===== config.mk =====
export PLATFORM = sky130hd
export DESIGN_NAME = instruction_fetch
export DESIGN_NICKNAME = d
export VERILOG_FILES = /design/src/rtl/instruction_fetch.sv
export SDC_FILE = /design/constraint.sdc
export NUM_CORES = 1
export LEC_CHECK = 0
export BUFFER_PORTS_ARGS = -buffer_cell sky130_fd_sc_hd__buf_2
export CAP_MARGIN = 20
export CORE_MARGIN = 2
export CORE_UTILIZATION = 35
export CTS_CLUSTER_DIAMETER = 200
export CTS_CLUSTER_SIZE = 10
export DETAILED_ROUTE_END_ITERATION = 6
export PLACE_DENSITY_LB_ADDON = 0.15
export SETUP_SLACK_MARGIN = 0.15
export SLEW_MARGIN = 20
export SYNTH_ARGS = -nofsm -noshare
export SYNTH_HDL_FRONTEND = slang
export SYNTH_SLANG_ARGS = --single-unit

===== constraint.sdc =====
create_clock -name clk -period 2.9 [get_ports clk]
set_input_delay 0.145 -clock clk [delete_from_list [all_inputs] [get_ports clk]]
set_output_delay 0.145 -clock clk [all_outputs]
set_load 0.005 [all_outputs]

===== src/rtl/instruction_fetch.sv =====
// Instruction fetch stage: owns the PC, issues word reads to instruction
// memory, holds the returned word for decode, and handles redirects and halt.
module instruction_fetch #(
  parameter logic [31:0] RESET_PC = 32'h0000_0000
) (
  input  logic        clk,
  input  logic        rst_b,
  output logic        imem_req,
  output logic [31:0] imem_addr,
  input  logic        imem_ready,
  input  logic [31:0] imem_rdata,
  output logic        inst_valid,
  output logic [31:0] instruction,
  output logic [5:0]  opcode,
  output logic [5:0]  func,
  output logic [31:0] pc,
  output logic [31:0] pc_plus4,
  input  logic        inst_accept,
  input  logic        redirect,
  input  logic [31:0] redirect_target,
  input  logic        halt,
  output logic        halted,
  output logic        misaligned
);

  typedef enum logic [1:0] {
    S_REQ   = 2'd0,
    S_VALID = 2'd1,
    S_HALT  = 2'd2
  } state_t;

  state_t      state_q, state_d;
  logic [31:0] fetch_pc_q, fetch_pc_d;
  logic [31:0] hold_addr_q, hold_addr_d;
  logic        drop_q, drop_d;
  logic        valid_q, valid_d;
  logic [31:0] instr_q, instr_d;
  logic [31:0] pc_q, pc_d;
  logic        halted_q, halted_d;
  logic        mis_q, mis_d;

  logic [31:0] tgt_aligned;
  logic        tgt_mis;

  assign tgt_aligned = {redirect_target[31:2], 2'b00};
  assign tgt_mis     = |redirect_target[1:0];

  // While a redirected request is still outstanding, keep presenting the
  // address that was originally requested; fetch_pc already holds the target.
  assign imem_req    = rst_b & (state_q == S_REQ);
  assign imem_addr   = drop_q ? hold_addr_q : fetch_pc_q;
  assign inst_valid  = valid_q;
  assign instruction = instr_q;
  assign opcode      = instr_q[31:26];
  assign func        = instr_q[5:0];
  assign pc          = pc_q;
  assign pc_plus4    = pc_q + 32'd4;
  assign halted      = halted_q;
  assign misaligned  = mis_q;

  // Next-state logic: request / present / halt sequencing with redirects.
  always_comb begin
    state_d     = state_q;
    fetch_pc_d  = fetch_pc_q;
    hold_addr_d = hold_addr_q;
    drop_d      = drop_q;
    valid_d     = valid_q;
    instr_d     = instr_q;
    pc_d        = pc_q;
    halted_d    = halted_q;
    mis_d       = mis_q;
    case (state_q)
      S_REQ: begin
        if (redirect) begin
          fetch_pc_d = tgt_aligned;
          mis_d      = mis_q | tgt_mis;
          if (!imem_ready) begin
            drop_d = 1'b1;
            if (!drop_q) begin
              hold_addr_d = fetch_pc_q;
            end
          end else begin
            drop_d = 1'b0;
          end
        end else if (imem_ready) begin
          if (drop_q) begin
            drop_d = 1'b0;
          end else begin
            instr_d    = imem_rdata;
            pc_d       = fetch_pc_q;
            fetch_pc_d = fetch_pc_q + 32'd4;
            valid_d    = 1'b1;
            state_d    = S_VALID;
          end
        end
      end
      S_VALID: begin
        if (redirect) begin
          valid_d    = 1'b0;
          fetch_pc_d = tgt_aligned;
          mis_d      = mis_q | tgt_mis;
          state_d    = S_REQ;
        end else if (inst_accept) begin
          valid_d = 1'b0;
          if (halt) begin
            halted_d = 1'b1;
            state_d  = S_HALT;
          end else begin
            state_d = S_REQ;
          end
        end
      end
      S_HALT: begin
        state_d = S_HALT;
      end
      default: begin
        state_d = S_REQ;
      end
    endcase
  end

  // State registers with synchronous active-low reset.
  always_ff @(posedge clk) begin
    if (!rst_b) begin
      state_q     <= S_REQ;
      fetch_pc_q  <= RESET_PC;
      hold_addr_q <= RESET_PC;
      drop_q      <= 1'b0;
      valid_q     <= 1'b0;
      instr_q     <= 32'h0;
      pc_q        <= RESET_PC;
      halted_q    <= 1'b0;
      mis_q       <= 1'b0;
    end else begin
      state_q     <= state_d;
      fetch_pc_q  <= fetch_pc_d;
      hold_addr_q <= hold_addr_d;
      drop_q      <= drop_d;
      valid_q     <= valid_d;
      instr_q     <= instr_d;
      pc_q        <= pc_d;
      halted_q    <= halted_d;
      mis_q       <= mis_d;
    end
  end

endmodule


==> results.txt, run 1 <==
WP data arrival - 2.40 ns
Buffers on Ports - 209
Critical Path RT - 2.76 ns
Die Width - 140 um
Row Count - 49
Post-synth EDFFs - 0
Pre-Repair DR Iteration Count - 5
Synth-to-layout area growth - 32.9%
Cts bufs inserted - 17
Maxcap violations - 0
Post-synth top flop - dfxtp_1
Effective utilization at floorplan - 0.358
Seq/Total Area, Yosys - 0.404
Top cell type's share of synthesized area - 0.404
Outcome - finished, final reports clean
Die Y - 140 um
Post-Route Setup TNS - 0 ns
Detail Route Antenna Nets - 0
Async S/R FF share, synth - 0
Worst Skew - 0.0103 ns
Clock Path Buffers - 2
CTS tree - yes
Critical Path End Type - output pin
Layout Nets - 1091
Final setup violating endpoints - 0
Wire per inst - 16.1 um
Final Slew Violations - 0
Inst Count DP - 1192
Pwr/cell area - 555 nW/um^2
Hold crit path type - in -> reg
Initial antenna violation count - 0
Setup crit start kind - flip-flop
DRT iter0 DRCs - 367
Post-synthesis cell type count - 63
Clock-pin slew on the worst setup and hold paths - 0.06 ns
Final period util - 0.877
Pin count of the biggest net entering global routing - 39
Commonest non-fill, non-tap cell in the layout - buf_2
Total core area - 18000 sq um
Synth area leaders - dfxtp_1 (40%), nand2_1 (9.7%), a21oi_1 (6.8%)
HPWL Detailed - 14200 um
Avg Cell Area, Syn - 8.04 sq um
Synthesis Warnings - 0
Number of clock sinks - 130
Postcts setup bufs - 0
GPL Wtd Cong - 0.800
IO Count - 214
Leak - 3.83 nW
Resize count post-CTS - 0
DIE AREA - 19500 sq um
CTS H-tree depth - 4
Via Count - 6442
Root Driver - clkbuf_16
Actual slew at the worst max-slew pin - 0.630 ns
Vias in the first global route - 5872
Rel. slew slack - 0.576
F_max - 0.393 GHz
Final hold viol count - 0
GRT Residual Overflow - 0
First-pass GRT wire length - 32100 um
Layout fillers - 1827
Share of cells above drive strength 1 - 0.294
Cell taking the most area after synthesis - dfxtp_1
Most frequent cells in the layout - buf_2 (209), nand2_1 (165), dfxtp_1 (130)
RSZ-0062 raised after global routing - no
Diode count - 0
Post-CTS Hold Fix Bufs - 37
Worst skew pair latency - 0.43 ns
Drt via density - 5.11
CP Class - reg -> out
DRC - 0
Mapped Cells - 802
Non-Filler Instances - 1261
Mapped Area - 6450 sq um
Synthesized flop and latch total - 130
Tot GR Track Use - 0.204
Peak supply drop - 0.409 mV
Worst-path maximum fanout - 6
Tmin final - 2.54 ns
Total wire length - 20300 um
state kept, by name, indices dropped and copies added, names as in the netlist:
| signal | flops |
|---|---|
| pc | 30 |
| drop_q | 1 |
| inst_valid | 1 |
| instruction | 32 |
| misaligned | 1 |
| fetch_pc_q | 30 |
| state_q | 2 |
| halted | 1 |
| hold_addr_q | 32 |
metrics by stage:
| step | instance area [sq um] | setup slack (ns) | power [mW] | utilization | hold WS (ns) |
|---|---|---|---|---|---|
| 6_report | 8570 | 0.357 | 4.76 | 0.475 | 0.0274 |
| 5_1_grt | 8570 | 0.151 | 4.98 | 0.475 | 0.0296 |
| 4_1_cts | 8570 | 0.293 | 4.81 | 0.475 | 0.0000827 |
| 3_5_place_dp | 7610 | 0.592 | 2.63 | 0.422 | 0.392 |
| 3_3_place_gp | 7610 | 0.638 | 2.62 | 0.422 | 0.389 |
| 2_1_floorplan | 6460 | 0.939 | 2.36 | - | 0.242 |
logic make-up after synthesis:
logic type / share of synthesized area
multiplexers: 0.100
XOR/XNOR: 0.0394
AND/OR/NAND/NOR: 0.250
buffers and inverters: 0.0608
flip-flops: 0.404
AO/OA/AOI/OAI: 0.141
adder cells (fa/ha/maj): 0.00388
other: 0.000582
worst max-delay path, cell delays in order, from the launching register on:
cell and delay [ns]:
dfxtp_1 0.46, nand4_1 0.24, nor4_1 0.38, buf_4 0.20
and4_1 0.28, nand3_1 0.13, xnor2_1 0.15, buf_2 0.14
power by group:
group	total, mW	internal [mW]	switching [mW]	leakage (nW)
combinational	0.630	0.298	0.332	2.49
sequential	2.00	1.88	0.118	1.06
clock	2.13	1.27	0.860	0.279
total	4.76	3.45	1.31	3.83
layer usage:
layer	wire length, um	share of wire	vias to the layer above	GRT usage
li1	-	-	3216	-
met3	1140	0.056	17	0.0451
met2	9000	0.44	192	0.316
met4	201	0.0099	0	0.0563
met1	9970	0.49	3017	0.287
met5	0	0	-	0
area by class of cell:
class                   count  area [sq um]  area share
multi-input cells         594          3470       0.404
clock inverters            15           163      0.0190
inverters                  11          42.5     0.00496
clock buffers              17           425      0.0496
repair buffers            265          1580       0.185
flip-flops and latches    130          2600       0.304
well taps                 229           287      0.0334
Yosys cell counts, types with 3 or more instances:
library cell and n:
and3_1 10, o21a_1 3, nor4_1 8, buf_1 5, or4_1 3, nand4_1 19
clkbuf_1 37, inv_1 10, dfxtp_1 130, o21ai_0 29, a21oi_1 87, a21o_1 3
mux2i_1 32, nor3_1 14, nand3_1 25, and2_1 4, xor2_1 5, or3_1 3
nor4b_1 4, a22oi_1 4, buf_2 9, nand2_1 166, nor2_1 58, mux2_2 29
a211oi_1 4, nand2b_1 3, xnor2_1 24, a31oi_1 7, a32oi_1 4, or2_2 3
and4_1 5, buf_4 16
path summary, 6_finish.rpt:
| path | start | end | slack (ns) | depth (start not counted) |
|---|---|---|---|---|
| max | pc[8] | pc_plus4[31] | 0.36 | 7 |
| min | redirect_target[9] | fetch_pc_q[9] | 0.03 | 3 |
| max reg2reg | fetch_pc_q[3] | fetch_pc_q[28] | 0.53 | 6 |
| min reg2reg | hold_addr_q[0] | hold_addr_q[0] | 0.42 | 2 |
No activity file was read; power rests on OpenSTA's default activity.
==> run 2, diff against run 1 <==
HOLD_SLACK_MARGIN = 0.08   (was unset)
MAX_ROUTING_LAYER = met4   (was unset)
==> run 2 against run 1 <==
Final cell count increased by 1.3%. Sequential cell count unchanged. Global-route usage up 0.82 points. Cell area up 2.0%. Combinational power up 3%. Hold slack better by 0.080 ns. Register-to-register slack barely moved. Largest cell class unchanged. Critical endpoint unchanged. Clock skew rose by 0.0024 ns.
==> results.txt, run 2 (synthesized netlist as in run 1, its figures left out) <==
Met2 Use GR - 0.321 (+0.00539)
Setup crit start kind - flip-flop
Maxcap violations - 0 (unchanged)
Rel. slew slack - 0.571 (-0.00470)
DIE AREA - 19500 sq um (unchanged)
Vias in the first global route - 5977 (+1.8%)
Root Driver - clkbuf_16
Diode count - 0 (unchanged)
Switch share - 0.275 (about the same)
Total core area - 18000 sq um (unchanged)
Final Slew Violations - 0 (unchanged)
CTS tree - yes
GR Util met3 - 0.0379 (-0.00723)
Cts bufs inserted - 17 (unchanged)
Final period util - 0.875 (-0.00208)
Sw Pwr - 1.31 mW (+0.36%)
GRT Residual Overflow - 0 (unchanged)
Worst skew pair latency - 0.43 ns (about the same)
Pre-Repair DR Iteration Count - 5 (unchanged)
CP Class - reg -> out
Most Crowded Layer GR - met2
Detail Route Antenna Nets - 0 (unchanged)
Total wire length - 20500 um (+0.82%)
Int Pwr - 3.46 mW (+0.44%)
Pin count of the biggest net entering global routing - 39 (unchanged)
Layout Nets - 1108 (+1.6%)
Leak - 3.90 nW (+1.8%)
Most frequent cells in the layout - buf_2 (209), nand2_1 (165), dfxtp_1 (130)
Number of clock sinks - 130 (unchanged)
Combinational power share - 0.136 (+0.004)
Die Y - 140 um (unchanged)
F_max - 0.394 GHz (+0.24%)
Reg2Reg Depth - 6 (unchanged)
Met1 usage - 0.291 (+0.00404)
Resize count post-CTS - 0 (unchanged)
Final setup violating endpoints - 0 (unchanged)
WP data arrival - 2.39 ns (about the same)
Peak supply drop - 0.409 mV (+0.11%)
Final core occ - 0.485 (+0.00944)
Worst Skew - 0.0127 ns (+0.00245 ns)
DRT iter0 DRCs - 472 (+29%)
Die Width - 140 um (unchanged)
First-pass GRT wire length - 32500 um (+1.3%)
Tot GR Track Use - 0.212 (+0.00816)
Tmin final - 2.54 ns (-0.00602 ns)
Hold path cells - 4 (+1)
GPL Wtd Cong - 0.812 (+1.4%)
Placement Cell Area - 7610 sq um (unchanged)
Post-Route Setup TNS - 0 ns (unchanged)
Critical Path RT - 2.76 ns (about the same)
RSZ-0062 raised after global routing - no
Pwr/cell area - 547 nW/um^2 (-1.5%)
Clk pwr share - 0.446 (-0.002)
Clock-pin slew on the worst setup and hold paths - 0.06 ns (about the same)
Clock Path Buffers - 2 (unchanged)
Final hold viol count - 0 (unchanged)
Actual slew at the worst max-slew pin - 0.637 ns (+0.00699 ns)
Seq pwr share - 0.418 (-0.002)
CTS H-tree depth - 4 (unchanged)
Via Count - 6510 (+1.1%)
Drt via density - 5.09 (-0.29%)
Row Count - 49 (unchanged)
Effective utilization at floorplan - 0.358 (unchanged)
Synth-to-layout area growth - 35.6%
Initial antenna violation count - 0 (unchanged)
Outcome - finished, final reports clean
Critical Path End Type - output pin
Final Instance Area - 8740 sq um (+2.0%)
HPWL Detailed - 14200 um (unchanged)
Wire per inst - 16.0 um (-0.52%)
Buffers on Ports - 209 (unchanged)
IO Count - 214 (unchanged)
Worst-path maximum fanout - 6 (unchanged)
Commonest non-fill, non-tap cell in the layout - buf_2
DRC - 0 (unchanged)
Share of cells above drive strength 1 - 0.289 (-0.00476)
Hold crit path type - in -> reg
run 2: cell types whose count changed in the layout (fill, tap and decap cells not counted), sizes merged:
cell,change
dlygate4sd3,+17
run 2: final cells by class:
cell class                      instances  area [sq um]
Clock buffer                           17           425
Inverter                               11          42.5
Clock inverter                         15           163
Multi-Input combinational cell        594          3470
Sequential cell                       130          2600
Tap cell                              229           287
Timing Repair Buffer                  282          1750
Fill cell                            1809          9290
run 2: power by group through the flow:
stage / clock [mW] / combinational [mW] / sequential [mW]
floorplan: 0 / 0.374 / 1.99
global placement: 0 / 0.592 / 2.03
detailed placement: 0 / 0.593 / 2.03
CTS: 2.19 / 0.653 / 1.99
global route: 2.27 / 0.719 / 2.01
finish: 2.13 / 0.650 / 2.00
run 2: path summary, 6_finish.rpt:
kind	startpoint	endpoint	slack (ns)
worst max-delay path	pc[8]	pc_plus4[31]	0.36
worst min-delay path	redirect_target[10]	fetch_pc_q[10]	0.11
worst max register to register	fetch_pc_q[3]	fetch_pc_q[28]	0.54
worst min register to register	hold_addr_q[0]	hold_addr_q[0]	0.42
run 2: layer usage:
metal  wire length [um]  share of wire  vias to the layer above
met5                  0              0                        -
met4                214          0.010                        0
met3               1200          0.059                       19
met2               9160           0.45                      218
met1               9900           0.48                     3023
li1                   -              -                     3250
run 2: repair_timing:
action                    in CTS  in global routing
hold endpoints to repair      53                  0
buffers inserted               0                  0
hold buffers                  54                  0
run 2: per-stage QoR:
| stage | cells | total power, mW | setup WS (ns) | hold WS, ns |
|---|---|---|---|---|
| 4_1_cts | 1278 | 4.83 | 0.293 | 0.0817 |
| 5_1_grt | 1278 | 5.00 | 0.154 | 0.105 |
| 6_report | 1278 | 4.78 | 0.363 | 0.107 |
| 3_5_place_dp | 1192 | 2.63 | 0.592 | 0.392 |
| 3_3_place_gp | 1192 | 2.62 | 0.638 | 0.389 |
| 2_1_floorplan | 805 | 2.36 | 0.939 | 0.242 |
run 2: worst max-delay path: stages (launching register included):
cell,delay (ns)
dfxtp_1,0.45
nand4_1,0.24
nor4_1,0.38
buf_4,0.20
and4_1,0.28
nand3_1,0.12
xnor2_1,0.15
buf_2,0.14
==> run 3, diff against run 2 <==
CTS_BUF_LIST = sky130_fd_sc_hd__clkbuf_8   (was unset)
==> run 3 against run 2 <==
Hold slack improved by 0.027 ns. Largest power group is now sequential cells. Total power shrank 12%. Clock-buffer cell count is the same.
==> results.txt, run 3 (synthesized netlist as in run 1, its figures left out) <==
Setup crit start kind - flip-flop
Critical Path End Type - output pin
Pre-Repair DR Iteration Count - 5 (unchanged)
CTS tree - yes
Sw Pwr - 1.25 mW (-5.3%)
DIE AREA - 19500 sq um (unchanged)
Wire per inst - 15.9 um (-0.57%)
Synth-to-layout area growth - 34.4%
Clock-pin slew on the worst setup and hold paths - 0.09 ns (+0.03 ns)
Crit path max-delay family - simple AND/OR/NAND/NOR gates
GPL Wtd Cong - 0.812 (unchanged)
Initial antenna violation count - 0 (unchanged)
Diode count - 0 (unchanged)
Final hold viol count - 0 (unchanged)
Final Slew Violations - 0 (unchanged)
Hold path cells - 3 (-1)
Clock Path Buffers - 2 (unchanged)
Combinational power share - 0.157 (+0.021)
Detail Route Antenna Nets - 0 (unchanged)
Tot GR Track Use - 0.213 (+0.000597)
Buffers on Ports - 209 (unchanged)
Die Width - 140 um (unchanged)
Slowest cell on the critical path - dfxtp_1
Switch share - 0.296 (+0.0205)
Die Y - 140 um (unchanged)
Peak supply drop - 0.266 mV (-35%)
Worst Skew - 0.0155 ns (+0.00280 ns)
Most frequent cells in the layout - buf_2 (209), nand2_1 (165), dfxtp_1 (127)
Hold wc startpoint - redirect
Hold crit path type - in -> reg
WHS Endpoint - drop_q
Reg2Reg Depth - 6 (unchanged)
Layout Nets - 1119 (+0.99%)
Reg2Reg Setup Slack - 0.53 ns (about the same)
DRC - 0 (unchanged)
Root Driver - clkbuf_8
Layout fillers - 1829 (+1.1%)
Cell chain of the critical path - nand4_1 -> nor4_1 -> buf_4 -> and4_1 -> nand3_1 -> xnor2_1 -> buf_2
Tmin final - 2.53 ns (-0.00579 ns)
Rel. slew slack - 0.556 (-0.0150)
Critical Path RT - 2.76 ns (about the same)
Maxcap violations - 0 (unchanged)
Drt via density - 5.07 (-0.46%)
Clk pwr share - 0.370 (-0.076)
Worst skew pair latency - 0.47 ns (+0.04 ns)
Non-Filler Instances - 1289 (+0.86%)
Final period util - 0.873 (-0.00200)
Cts bufs inserted - 17 (unchanged)
Number of clock sinks - 130 (unchanged)
CP Class - reg -> out
Commonest non-fill, non-tap cell in the layout - buf_2
Actual slew at the worst max-slew pin - 0.660 ns (+0.0223 ns)
F_max - 0.395 GHz (+0.23%)
Reg-to-Reg Start - fetch_pc_q[3]
Worst Path Buf+Inv - 2 (unchanged)
Placement Cell Area - 7610 sq um (unchanged)
IO Count - 214 (unchanged)
Final Instance Area - 8660 sq um (-0.89%)
RSZ-0062 raised after global routing - no
CTS H-tree depth - 4 (unchanged)
Post-Route Setup TNS - 0 ns (unchanged)
GRT Residual Overflow - 0 (unchanged)
Total wire length - 20500 um (+0.29%)
Inst Count DP - 1192 (unchanged)
Effective utilization at floorplan - 0.358 (unchanged)
Final setup violating endpoints - 0 (unchanged)
Total core area - 18000 sq um (unchanged)
Worst-path maximum fanout - 6 (unchanged)
Via Count - 6536 (+0.40%)
Share of cells above drive strength 1 - 0.289 (about the same)
Pwr/cell area - 486 nW/um^2 (-11%)
Worst r2r dst - fetch_pc_q[28]
Vias in the first global route - 5985 (+0.13%)
Outcome - finished, final reports clean
Leak - 3.86 nW (-1.0%)
Int Pwr - 2.97 mW (-14%)
First-pass GRT wire length - 32600 um (+0.19%)
Seq pwr share - 0.473 (+0.055)
DRT iter0 DRCs - 427 (-9.5%)
Pin count of the biggest net entering global routing - 39 (unchanged)
HPWL Detailed - 14200 um (unchanged)
Max incr delay on CP - 0.46 ns (about the same)
Hold_ws - 0.134 ns (+0.0270 ns)
Row Count - 49 (unchanged)
WP data arrival - 2.39 ns (about the same)
run 3: changes by cell type in the layout (fill, tap and decap cells not counted):
cell           change
clkbuf_16         -17
clkbuf_8          +17
dfxtp_1            -3
dfxtp_2            +3
dlygate4sd3_1     +11
run 3: worst max-delay path by stage:
| stage | endpoint | slack [ns] | cells past startpoint | startpoint |
|---|---|---|---|---|
| 2_1_floorplan | fetch_pc_q[18] | 0.94 | 6 | fetch_pc_q[2] |
| 3_5_place_dp | fetch_pc_q[28] | 0.59 | 6 | fetch_pc_q[2] |
| 4_1_cts | pc_plus4[31] | 0.24 | 7 | pc[8] |
| 6_report | pc_plus4[31] | 0.37 | 7 | pc[12] |
| 3_3_place_gp | fetch_pc_q[28] | 0.64 | 6 | fetch_pc_q[3] |
| 5_1_grt | pc_plus4[28] | 0.16 | 8 | pc[3] |
run 3: per-layer routing:
layer | global-route usage | part of all wire | vias to the layer above
li1 | - | - | 3269
met1 | 0.291 | 0.48 | 3041
met2 | 0.322 | 0.45 | 207
met3 | 0.0451 | 0.059 | 19
met4 | 0.0516 | 0.011 | 0
met5 | - | 0 | -
run 3: per-stage QoR:
stage               worst slack (ns)   util  total power [mW]
floorplan                      0.939      -              2.36
global placement               0.638  0.422              2.62
detailed placement             0.592  0.422              2.63
CTS                            0.237  0.480              4.27
global route                   0.159  0.481              4.44
finish                         0.369  0.481              4.21
run 3: cell type report:
cell class | instances | area, sq um | area share
Clock inverter | 15 | 163 | 0.0188
Tap cell | 229 | 287 | 0.0331
Multi-Input combinational cell | 594 | 3470 | 0.400
Sequential cell | 130 | 2610 | 0.301
Clock buffer | 17 | 234 | 0.0270
Inverter | 11 | 42.5 | 0.00491
Timing Repair Buffer | 293 | 1860 | 0.215
run 3: worst register-to-register path: stages, from the launching register on:
cell and delay (ns):
dfxtp_1 0.52, ha_1 0.27, nand3_1 0.24, nor4_4 0.61, nand4_1 0.17, or3_1 0.33, a31oi_1 0.15
run 3: power groups by stage:
stage               clock (mW)  combinational, mW  sequential [mW]
floorplan                    0              0.374             1.99
global placement             0              0.592             2.03
detailed placement           0              0.593             2.03
CTS                       1.61              0.665             1.99
global route              1.70              0.732             2.01
finish                    1.56              0.661             1.99
run 3: what timing repair did:
action	CTS	global route
hold buffers	65	0
setup endpoints to repair	0	3
resized for setup	0	3
buffers inserted	0	0
endpoints found under the hold margin	64	0
